### config.mk
export PLATFORM = sky130hd
export DESIGN_NAME = alu_seq
export DESIGN_NICKNAME = d
export VERILOG_FILES = /design/src/rtl/alu_seq.sv
export SDC_FILE = /design/constraint.sdc
export NUM_CORES = 1
export LEC_CHECK = 0
export BUFFER_PORTS_ARGS = -buffer_cell sky130_fd_sc_hd__buf_4
export CAP_MARGIN = 20
export CORE_UTILIZATION = 40
export CTS_CLUSTER_SIZE = 14
export DETAILED_ROUTE_END_ITERATION = 16
export PLACE_DENSITY = 0.63
export SYNTH_ARGS = -nofsm -noshare
export SYNTH_HDL_FRONTEND = slang
export SYNTH_SLANG_ARGS = --single-unit
### constraint.sdc
create_clock -name clk -period 5.72 [get_ports clk]
set_input_delay 0.572 -clock clk [delete_from_list [all_inputs] [get_ports clk]]
set_output_delay 0.572 -clock clk [all_outputs]
set_load 0.01 [all_outputs]
### src/rtl/alu_seq.sv
// Multi-cycle ALU sequencer: issues a BYTES-wide operation to an external 8-bit combinational
// ALU one byte per cycle (LSB first), chaining carry/shift bits, and returns the result + flags.
module alu_seq #(
  parameter int unsigned BYTES = 2
) (
  input  logic                 clk,
  input  logic                 rst_n,
  input  logic                 i_req_valid,
  output logic                 o_req_ready,
  input  logic [2:0]           i_req_op,
  input  logic [8*BYTES-1:0]   i_req_a,
  input  logic [8*BYTES-1:0]   i_req_b,
  input  logic                 i_req_cin,
  output logic                 o_resp_valid,
  input  logic                 i_resp_ready,
  output logic [8*BYTES-1:0]   o_resp_data,
  output logic                 o_resp_carry,
  output logic                 o_resp_zero,
  output logic                 o_resp_pari,
  output logic [2:0]           o_alu_cmd,
  output logic [7:0]           o_alu_in_a,
  output logic [7:0]           o_alu_in_b,
  output logic                 o_alu_sc_i,
  input  logic [7:0]           i_alu_rslt,
  input  logic                 i_alu_sc_o
);

  localparam int unsigned W  = 8 * BYTES;
  localparam int unsigned IW = $clog2(BYTES);

  localparam logic [2:0] OpAdd = 3'b000;
  localparam logic [2:0] OpSub = 3'b001;
  localparam logic [2:0] OpAnd = 3'b010;
  localparam logic [2:0] OpXor = 3'b011;
  localparam logic [2:0] OpCmp = 3'b100;
  localparam logic [2:0] OpMov = 3'b101;
  localparam logic [2:0] OpRol = 3'b110;
  localparam logic [2:0] OpRev = 3'b111;

  typedef enum logic [1:0] {StIdle, StExec, StDone} state_e;

  state_e          r_state;
  logic            r_req_ready;
  logic            r_resp_valid;
  logic [W-1:0]    r_resp_data;
  logic            r_resp_carry;
  logic            r_resp_zero;
  logic            r_resp_pari;
  logic [2:0]      r_op;
  logic [W-1:0]    r_a;
  logic [W-1:0]    r_b;
  logic            r_cin;
  logic            r_c;
  logic [IW-1:0]   r_idx;
  logic [W-1:0]    r_res;

  logic [IW-1:0]   w_rev_idx;
  logic [7:0]      w_a_byte;
  logic [7:0]      w_a_rev;
  logic [7:0]      w_b_byte;
  logic            w_init;
  logic            w_sc;
  logic            w_last;
  logic            w_arith;
  logic [W-1:0]    w_res_full;
  logic [W-1:0]    w_data;

  assign w_rev_idx = IW'(BYTES - 1) - r_idx;
  assign w_a_byte  = r_a[8*r_idx +: 8];
  assign w_a_rev   = r_a[8*w_rev_idx +: 8];
  assign w_b_byte  = r_b[8*r_idx +: 8];
  assign w_last    = (r_idx == IW'(BYTES - 1));
  assign w_arith   = (r_op == OpAdd) || (r_op == OpSub) || (r_op == OpCmp) || (r_op == OpRol);
  // Subtraction is a + ~b + 1, so the chain starts with a forced carry.
  assign w_init    = ((r_op == OpAdd) || (r_op == OpRol)) ? r_cin :
                     ((r_op == OpSub) || (r_op == OpCmp));
  assign w_sc      = (r_idx == '0) ? w_init : r_c;

  always_comb begin
    o_alu_cmd  = OpMov;
    o_alu_in_a = 8'h00;
    o_alu_in_b = 8'h00;
    o_alu_sc_i = 1'b0;
    if (r_state == StExec) begin
      unique case (r_op)
        OpAdd: begin
          o_alu_cmd = 3'b000; o_alu_in_a = w_a_byte; o_alu_in_b = w_b_byte; o_alu_sc_i = w_sc;
        end
        OpSub, OpCmp: begin
          o_alu_cmd = 3'b000; o_alu_in_a = w_a_byte; o_alu_in_b = ~w_b_byte; o_alu_sc_i = w_sc;
        end
        OpAnd: begin
          o_alu_cmd = 3'b010; o_alu_in_a = w_a_byte; o_alu_in_b = w_b_byte;
        end
        OpXor: begin
          o_alu_cmd = 3'b011; o_alu_in_a = w_a_byte; o_alu_in_b = w_b_byte;
        end
        OpMov: begin
          o_alu_cmd = 3'b101; o_alu_in_a = w_a_byte; o_alu_in_b = w_b_byte;
        end
        OpRol: begin
          o_alu_cmd = 3'b110; o_alu_in_a = w_a_byte; o_alu_sc_i = w_sc;
        end
        OpRev: begin
          o_alu_cmd = 3'b111; o_alu_in_a = w_a_rev;
        end
        default: ;
      endcase
    end
  end

  always_comb begin
    w_res_full = r_res;
    w_res_full[8*r_idx +: 8] = i_alu_rslt;
    w_data = (r_op == OpCmp) ? {{(W-1){1'b0}}, i_alu_sc_o} : w_res_full;
  end

  always_ff @(posedge clk or negedge rst_n) begin
    if (!rst_n) begin
      r_state      <= StIdle;
      r_req_ready  <= 1'b0;
      r_resp_valid <= 1'b0;
      r_resp_data  <= '0;
      r_resp_carry <= 1'b0;
      r_resp_zero  <= 1'b0;
      r_resp_pari  <= 1'b0;
      r_op         <= 3'b000;
      r_a          <= '0;
      r_b          <= '0;
      r_cin        <= 1'b0;
      r_c          <= 1'b0;
      r_idx        <= '0;
      r_res        <= '0;
    end else begin
      unique case (r_state)
        StIdle: begin
          if (i_req_valid && r_req_ready) begin
            r_op        <= i_req_op;
            r_a         <= i_req_a;
            r_b         <= i_req_b;
            r_cin       <= i_req_cin;
            r_idx       <= '0;
            r_res       <= '0;
            r_req_ready <= 1'b0;
            r_state     <= StExec;
          end else begin
            r_req_ready <= 1'b1;
          end
        end
        StExec: begin
          r_res[8*r_idx +: 8] <= i_alu_rslt;
          r_c                 <= i_alu_sc_o;
          if (w_last) begin
            r_resp_valid <= 1'b1;
            r_resp_data  <= w_data;
            r_resp_carry <= w_arith & i_alu_sc_o;
            r_resp_zero  <= (w_data == '0);
            r_resp_pari  <= ^w_data;
            r_state      <= StDone;
          end else begin
            r_idx <= r_idx + IW'(1);
          end
        end
        StDone: begin
          if (i_resp_ready) begin
            r_resp_valid <= 1'b0;
            r_req_ready  <= 1'b1;
            r_state      <= StIdle;
          end
        end
        default: r_state <= StIdle;
      endcase
    end
  end

  assign o_req_ready  = r_req_ready;
  assign o_resp_valid = r_resp_valid;
  assign o_resp_data  = r_resp_data;
  assign o_resp_carry = r_resp_carry;
  assign o_resp_zero  = r_resp_zero;
  assign o_resp_pari  = r_resp_pari;

endmodule

## Word level (Yosys, flattened, before mapping)

Index checks and enable logic that the tools add are counted.
W data, S select, Z words.

| storage, ports and cells | value |
|---|---|
| flip-flop bits (word level) | 77 |
| output and inout port bits | 41 |
| input port bits | 49 |

| operators by class | value |
|---|---|
| add/subtract/negate cells | 3 |
| reduce and logical (&&, ||, !) cells | 24 |
| eq/ne operators | 12 |
| shift operators | 5 |
| mux-type cells | 27 |
| bitwise operators | 2 |

Operators with widths:

| cell | number |
|---|---|
| $shiftx A16 B5 Y8 | 3 |
| $neg A4 Y34 | 1 |
| $shift A8 B34 Y16 const A | 1 |
| $shiftx A8 B34 Y16 | 1 |
| $mux W16 | 2 |
| $pmux W16 S2 | 1 |
| $pmux W8 S2 | 2 |
| $pmux W3 S6 | 1 |
| $bwmux W16 | 1 |
| $logic_not A16 Y1 | 1 |
| $mux W8 | 2 |
| $reduce_xor A16 Y1 | 1 |
| $eq A3 B3 Y1 const B | 4 |
| $mux W1 | 10 |
| $not A8 Y8 | 1 |
| $reduce_and A2 Y1 | 4 |
| $reduce_or A4 Y1 | 2 |
| $reduce_or A7 Y1 | 1 |
| $eq A3 B2 Y1 const B | 2 |
| $mux W2 | 3 |
| $ne A2 B2 Y1 const B | 3 |
| $pmux W1 S2 | 3 |
| $pmux W2 S3 | 1 |
| $reduce_and A3 Y1 | 2 |
| 14 further kinds | 20 |

## Depth between registers and ports, before layout

Gate-level depths: netlist of the first run.

| depth | value |
|---|---|
| depth after elaboration | 6 |
| mapped depth | 10 |
| mapped depth without buffers | 8 |

## Least setup slack after synthesis of the first run

OpenSTA, ideal clock, no wires.

| timing path | value |
|---|---|
| kind | register -> register |
| from | register r_op[1] |
| to | register r_resp_pari, in the netlist o_resp_pari |
| stages on the path, launching flop included | 11 |
| library setup time | 136 ps |
| setup slack | 3579 ps |
| clock period less this slack | 2141 ps |
| arrival time | 2005 ps |
| buffers on the path | 3 |
| path through | dfrtp_1 > buf_6 > or3b_1 > buf_6 > clkbuf_1 > nand2_1 > ha_1 > xnor2_1 > xnor2_1 > xnor2_1 > o21ai_0 |

| on the way | value |
|---|---|
| longest elaborated chain between the ends | 3 |

RTL lines:

| element | RTL line | RTL |
|---|---|---|
| from (decl) | 49 | `logic [2:0] r_op;` |
| from (signal assigned) | 138 | `r_op <= i_req_op;` |
| $eq A3 B3 Y1 | 115 | `w_data = (r_op == OpCmp) ? {{(W-1){1'b0}}, i_alu_sc_o} : w_res_full;` |
| $mux W16 | 115 |  |
| $reduce_xor A16 Y1 | 158 | `r_resp_pari <= ^w_data;` |
| to (signal assigned) | 158 |  |
| to (decl) | 48 | `logic r_resp_pari;` |

Every way passes these cells.
A chain may end at the register's enable or synchronous reset.

## Final worst setup path of the first run

| timing path | value |
|---|---|
| from | register r_idx |
| to | output port o_alu_in_a[2] |

| on the way | value |
|---|---|
| longest elaborated chain between the ends | 4 |
| elaborated cells on any way between the ends | 5 |

RTL lines:

| element | RTL line | RTL |
|---|---|---|
| from (decl) | 54 | `logic [IW-1:0] r_idx;` |
| from (signal assigned) | 161 | `r_idx <= r_idx + IW'(1);` |
| $sub A1 B1 Y1 | 68 | `assign w_rev_idx = IW'(BYTES - 1) - r_idx;` |
| $shiftx A16 B5 Y8 | 70 | `assign w_a_rev = r_a[8*w_rev_idx +: 8];` |
| $pmux W8 S2 * | 85 | `unique case (r_op)` |
| $mux W8 * | 84 | `if (r_state == StExec) begin` |
| to (decl) | 21 | `output logic [7:0] o_alu_in_a,` |

Every way passes the cells marked *; elsewhere a longest branch is shown, timed or not.

==> results of run 1 <==
cell usage in the layout (no fill, tap or decap), drive strengths merged, types with 2 or more instances in the layout:
| cell | count |
|---|---|
| inv | 5 |
| xnor2 | 10 |
| nand4 | 2 |
| o21ai | 10 |
| clkinv | 2 |
| a22o | 31 |
| buf | 91 |
| nor2b | 2 |
| ha | 8 |
| a21oi | 3 |
| mux2i | 25 |
| mux2 | 52 |
| clkbuf | 11 |
| dfrtp | 77 |
| nand2 | 28 |
| nor2 | 25 |
metrics by stage:
stage | util | hold slack [ps] | worst slack, ps | instances
after global routing | 0.525 | 438 | 2570 | 502
after detailed placement | 0.500 | 476 | 3090 | 486
after floorplan | - | 276 | 3580 | 306
after global placement | 0.500 | 475 | 3190 | 486
final | 0.525 | 383 | 2730 | 502
after CTS | 0.523 | 418 | 2690 | 501
metal layers:
layer	GRT usage	routed length [um]	vias to the layer above
li1	-	-	1253
met1	0.247	3880	1305
met2	0.268	3640	78
met3	0.0582	544	12
met4	0.0620	104	0
met5	0	0	-
state kept, by name, summed over array words and instances (netlist names):
register      flops
o_resp_data      16
o_req_ready       1
r_b              16
r_res            16
r_op              3
o_resp_carry      1
r_state           2
o_resp_zero       1
r_a              16
r_c               1
o_resp_pari       1
r_idx             1
o_resp_valid      1
r_cin             1
area by class of cell:
type,count,area (um^2),area share
Clock inverter,4,47.5,0.0102
Multi-Input combinational cell,206,1670,0.360
Sequential cell,77,1930,0.415
Timing Repair Buffer,91,696,0.150
Tap cell,108,135,0.0291
Clock buffer,11,151,0.0326
Inverter,5,18.8,0.00404
worst max path at each step:
stage | end | slack (ps)
finish | o_alu_in_a[2] | 2730
global placement | o_alu_in_a[2] | 3190
global route | o_alu_in_a[7] | 2570
CTS | o_alu_in_a[5] | 2690
detailed placement | o_alu_in_a[5] | 3090
floorplan | o_resp_pari | 3580
worst register-to-register path, delay by kind of cell, from the launching register on:
kind	cells	cell delay, ps
AO/OA/AOI/OAI	2	450
XOR/XNOR	3	490
adder cells (fa/ha/maj)	1	300
flip-flops	1	510
AND/OR/NAND/NOR	1	630
cell families after synthesis:
| family | count (synthesis) | share of synthesized area |
|---|---|---|
| adder cells (fa/ha/maj) | 8 | 0.0269 |
| buffers and inverters | 23 | 0.0343 |
| multiplexers | 77 | 0.225 |
| AND/OR/NAND/NOR | 64 | 0.0737 |
| flip-flops | 77 | 0.518 |
| XOR/XNOR | 10 | 0.0256 |
| AO/OA/AOI/OAI | 47 | 0.0966 |
power breakdown:
part           switching [mW]  internal (mW)  total (mW)
sequential              0.165          0.788       0.953
clock                   0.192          0.222       0.414
combinational           0.686          0.774        1.46
==> impl_metrics.toml, run 1 <==
[clock_network]
clock_latency_ps = 350
clkSinkCount = 77
cts_tree = "built"
ctsHtreeMaxLevel = 3
cts.clk_slew.worst_paths_ps = 80
cts_resized = 0
cts_buffers = 9
clk_path_buf_depth = 2
postCtsHoldBufs = 0
post_cts.repair.setup_buffers = 0
cts-root-buf = "clkbuf_8"

[global_routing]
antenna_found_initial = 0
grt_pass1_wl_um = 13600
overflow = 0
grt_pass1_vias = 2721
grt_util_all_layers = 0.180
grt_max_degree = 78

[finish]
drive_gt1_frac = 0.409
n_fill_cell = 815
n_antenna_cell = 0
area_delta_synth_final_pct = 25.0
layout.nets = 447
design_area_um2 = 4650

[route]
dr.pass1.iters = 10
drt_iter0_drc = 113
wl_per_cell_um = 16.3
num_vias = 2648
antenna_left = 0
drc = 6
viasPerCell = 5.27
routed_wl_um = 8170

[logic_synthesis]
syn_area_um2 = 3720
postSynthAreaPerCell_um2 = 12.2
ys_seq_area_frac = 0.518
synth_cell_types = 29
synthTopCellsByCount = "dfrtp_1 (77), mux2_2 (52), a22o_1 (31)"
synthFlopType = "dfrtp_1"
async_flop_share = 1.00
synth.most_common_cell = "dfrtp_1"
yosysTopAreaCell = "dfrtp_1"
synth_edf_count = 0
ys_warn_count = 0
syn-num-nets = 363
synth-seq-cells = 77
syn_inst = 306
ys_top_cells_by_area = "dfrtp_1 (52%), mux2_2 (16%), a22o_1 (7.3%)"
synth_top_area_share = 0.518

[sta]
finalSetupViolations = 0
fmax_mhz = 335
fin_crit_ps = 2990
fin_skew_ps = 6.96
relSlewSlack = 0.351
period_share = 0.522
final_hold_viol_count = 0
finalSetupTns_ps = 0
rsz0062_at_grt = "false"
max_slew.worst_pin.slew_ps = 974
slew_viol_final = 0

[setup_path]
rr_startpoint = "r_op[2]"
startpoint = "r_idx"
crit_buf_inv = 3
worst_setup_path_start_kind = "flip-flop"
cpMostUsedCell = "buf_4"
reg2reg_to = "o_resp_pari"
cp-end-kind = "primary output"
critPathTopFamily = "buffers and inverters"
worst_ep_arrival_time_ps = 2410
critical_path_class = "reg -> out"
cp.required_ps = 5150
path_cells = "buf_4 -> inv_1 -> xnor2_2 -> mux2i_1 -> nor2_1 -> buf_4"
slowest_delay_ps = 590
crit_slowest_cell = "xnor2_2"
reg2reg_depth = 7
rrSetupSlack_ps = 3200
path_depth = 6
path_max_fanout = 30

[floorplan]
core_area_um2 = 8850
dieArea_um2 = 9690
ioPinCount = 90
die_x_um = 98.4
start_util = 0.420
die_height_um = 98.4
placementRows = 34

[pwr]
leakagePower_nw = 2.24
powerDensity_nw_per_um2 = 608
p_total_mw = 2.83
peakVddDrop_v = 0.000295

[place]
gp_congestion = 0.757
portBuffers = 89
placed_area_um2 = 4430
hpwlAfterDp_um = 5570

[outcome]
status = "complete, but fails checks"
violations = "DRC"

[min_path]
holdCritPathClass = "in -> async"

[run]
cap_violations = 0
(Power assumes the default switching activity.)
==> run 2, diff against run 1 <==
clock period = 3.1 ns   (was 5.72 ns; I/O delays follow)
==> impl_metrics.toml, run 2 (same netlist as run 1, synthesis figures left out) <==
[sta]
relSlewSlack = 0.353
period_share = 0.857
fmax_mhz = 376
final_hold_viol_count = 0
max_slew.worst_pin.slew_ps = 971
rsz0062_at_grt = "false"
fin_crit_ps = 2660
slew_viol_final = 0
fin_skew_ps = 6.58
finalSetupViolations = 0
finalSetupTns_ps = 0

[pwr]
leakagePower_nw = 2.27
powerDensity_nw_per_um2 = 1140
peakVddDrop_v = 0.000569

[floorplan]
dieArea_um2 = 9690
placementRows = 34
core_area_um2 = 8850
die_height_um = 98.4
ioPinCount = 90
die_x_um = 98.4
start_util = 0.420

[min_path]
holdCritPathClass = "in -> async"

[global_routing]
antenna_found_initial = 0
grt_pass1_vias = 2733
overflow = 0
grt_util_all_layers = 0.184
grt_max_degree = 78
grt_pass1_wl_um = 13900

[setup_path]
path_max_fanout = 21
worst_ep_arrival_time_ps = 2350
cp-end-kind = "primary output"
cp.required_ps = 2790
reg2reg_depth = 7
worst_setup_path_start_kind = "flip-flop"
critical_path_class = "reg -> out"

[route]
num_vias = 2644
dr.pass1.iters = 12
antenna_left = 0
viasPerCell = 5.24
drt_iter0_drc = 108
drc = 1
wl_per_cell_um = 16.3
routed_wl_um = 8220

[clock_network]
cts.clk_slew.worst_paths_ps = 80
ctsHtreeMaxLevel = 3
cts_tree = "built"
cts_buffers = 9
clkSinkCount = 77
clock_latency_ps = 340
cts_resized = 0
post_cts.repair.setup_buffers = 0
clk_path_buf_depth = 2
cts-root-buf = "clkbuf_8"
postCtsHoldBufs = 0

[finish]
area_delta_synth_final_pct = 26.5
layout_commonest_cell = "buf_4"
design_area_um2 = 4700
final_cell_mix = "buf_4 (94), dfrtp_1 (77), mux2_2 (52), a22o_1 (31), nand2_1 (28)"
n_antenna_cell = 0
drive_gt1_frac = 0.413
layout.nets = 450

[place]
hpwlAfterDp_um = 5780
gp_congestion = 0.749
placed_area_um2 = 4460
portBuffers = 89

[outcome]
violations = "DRC"
status = "complete, but fails checks"

[run]
cap_violations = 0
==> run 2: path summary, 6_finish.rpt <==
| check | slack [ps] | startpoint | to |
|---|---|---|---|
| setup / recovery | 440 | r_idx | o_alu_in_a[5] |
| min in group clk | 200 | i_req_b[1] | r_b[1] |
| setup reg to reg | 650 | r_op[1] | o_resp_pari |
| hold / removal | 110 | rst_n | o_resp_carry |
| hold reg to reg | 500 | o_resp_zero | o_resp_zero |
| max in group asynchronous | 2350 | rst_n | o_resp_pari |
==> run 2: where the power goes <==
part / leakage (nW) / total [mW] / switching (mW) / internal, mW
registers: 0.955 / 1.79 / 0.340 / 1.45
logic: 1.19 / 2.66 / 1.22 / 1.45
clock network: 0.125 / 0.926 / 0.352 / 0.573
==> run 2: metal layers <==
layer  GRT usage  vias to the layer above  wire (um)
li1            -                     1259          -
met1       0.251                     1296       3920
met2       0.280                       80       3660
met3      0.0603                        9        552
met4      0.0551                        0         85
met5           0                        -          0
==> run 2: cell type report <==
class	instances	area, um^2
clock buffers	11	151
clock inverters	4	95.1
fillers	806	4140
inverters	5	18.8
multi-input cells	206	1670
flip-flops and latches	77	1930
well taps	108	135
repair buffers	94	706
==> run 2: through the flow <==
step,power [mW],setup slack (ps),instances,hold slack [ps],util
2_1_floorplan,3.73,959,306,14.4,-
3_3_place_gp,4.45,720,490,483,0.504
3_5_place_dp,4.50,650,490,483,0.504
4_1_cts,5.45,407,505,152,0.532
5_1_grt,5.82,216,505,171,0.532
6_report,5.38,444,505,115,0.532
==> run 2: worst max-delay path, stage by stage, from the launching register on <==
cell and delay [ps]:
dfrtp_1 870, inv_1 280, xnor2_2 200, buf_4 220
mux2i_1 210, nor2_1 60, buf_4 160
==> run 3, diff against run 2 <==
CORE_UTILIZATION = 45   (was 40)
PLACE_DENSITY = 0.69   (was 0.63)
==> impl_metrics.toml, run 3 (same netlist as run 1, synthesis figures left out) <==
[clock_network]
cts_buffers = 9
cts_tree = "built"
cts_resized = 0
cts.clk_slew.worst_paths_ps = 80
clkSinkCount = 77
cts-root-buf = "clkbuf_8"
post_cts.repair.setup_buffers = 0
clock_latency_ps = 340
ctsHtreeMaxLevel = 3
postCtsHoldBufs = 0
clk_path_buf_depth = 2

[floorplan]
die_height_um = 92.9
core_area_um2 = 7850
ioPinCount = 90
die_x_um = 92.9
dieArea_um2 = 8630
start_util = 0.474
placementRows = 32

[sta]
finalSetupViolations = 0
timing.final.ws_setup_ps = 477
fmax_mhz = 381
rsz0062_at_grt = "false"
fin_crit_ps = 2620
holdWs_ps = 85.3
fin_skew_ps = 6.65
relSlewSlack = 0.362
final_hold_viol_count = 0
period_share = 0.846
max_slew.worst_pin.slew_ps = 958
slew_viol_final = 0
finalSetupTns_ps = 0

[route]
routed_wl_um = 7860
antenna_left = 0
drt_iter0_drc = 84
num_vias = 2627
dr.pass1.iters = 4
viasPerCell = 5.28
wl_per_cell_um = 15.8
drc = 0

[place]
portBuffers = 89
placed_area_um2 = 4440
dp_cells = 483
gp_congestion = 0.770
hpwlAfterDp_um = 5570
post-place-ws_ps = 632

[setup_path]
cp-end-kind = "primary output"
worst_ep_arrival_time_ps = 2310
slowest_delay_ps = 890
rrSetupSlack_ps = 610
worst_setup_path_start_kind = "flip-flop"
startpoint = "r_idx"
crit_slowest_cell = "dfrtp_1"
critical_path_class = "reg -> out"
rr_startpoint = "r_op[2]"
reg2reg_depth = 7
reg2reg_to = "o_resp_pari"
crit_buf_inv = 3
path_depth = 6
path_cells = "inv_1 -> xnor2_2 -> buf_4 -> mux2i_1 -> nor2_1 -> buf_4"
cpMostUsedCell = "buf_4"
path_max_fanout = 23
cp.required_ps = 2790
critPathTopFamily = "flip-flops"
critPathCapture = "o_alu_in_a[2]"

[finish]
drive_gt1_frac = 0.412
design_area_um2 = 4650
n_antenna_cell = 0
instances_no_fill = 498
area_delta_synth_final_pct = 25.2
seqCellArea_um2 = 1930
utilization = 0.593
final_cell_mix = "buf_4 (93), dfrtp_1 (77), mux2_2 (52), a22o_1 (31), nand2_1 (28)"
layout.nets = 449
multiInputGateArea_um2 = 1670
n_fill_cell = 680
layout_commonest_cell = "buf_4"

[outcome]
status = "finished clean"

[global_routing]
grt_pass1_wl_um = 13000
overflow = 0
grt_pass1_vias = 2640
grt_max_degree = 78
antenna_found_initial = 0
grt_util_all_layers = 0.197

[run]
cap_violations = 0

[pwr]
p_total_mw = 5.26
powerDensity_nw_per_um2 = 1130
peakVddDrop_v = 0.000452
leakagePower_nw = 2.25

[min_path]
holdCritPathClass = "in -> async"
## run 3: changes by cell type in the layout (fill, tap and decap cells not counted), sizes merged
cell	delta
inv	+1
clkbuf	-2
clkinv	+2
bufinv	-1
buf	-1
## run 3: routing by layer
metal | vias to the layer above | track usage | share of wire
met2 | 65 | 0.301 | 0.45
met5 | - | 0 | 0
met3 | 7 | 0.0599 | 0.057
li1 | 1259 | - | -
met4 | 0 | 0.0615 | 0.010
met1 | 1296 | 0.268 | 0.49
## run 3: power by group
group / leakage [nW] / internal [mW] / switching, mW / total, mW
combinational: 1.19 / 1.44 / 1.21 / 2.65
sequential: 0.955 / 1.45 / 0.339 / 1.79
clock: 0.109 / 0.450 / 0.368 / 0.819
total: 2.25 / 3.34 / 1.92 / 5.26
## run 3: cell type report
| type | count | area share |
|---|---|---|
| clock buffer | 9 | 0.0266 |
| timing repair buffer | 93 | 0.150 |
| inverter | 5 | 0.00403 |
| tap | 102 | 0.0274 |
| clock inverter | 6 | 0.0188 |
| sequential | 77 | 0.414 |
| multi-input combinational | 206 | 0.359 |
## run 3: worst register-to-register path: stages, from the launching register on
cell,delay [ps]
dfrtp_1,510
or3b_1,630
o21ai_0,330
ha_1,290
xnor2_1,190
xnor2_1,160
xnor2_1,140
o21ai_0,90
## run 3: how the worst min path moves through the flow
stage,endpoint,slack [ps],depth (start not counted),startpoint
finish,o_resp_data[8],90,1,rst_n
global route,r_a[13],180,2,i_req_a[13]
CTS,r_cin,150,1,rst_n
detailed placement,o_resp_zero,480,2,o_resp_zero
global placement,o_resp_zero,480,2,o_resp_zero
floorplan,o_req_ready,10,0,rst_n
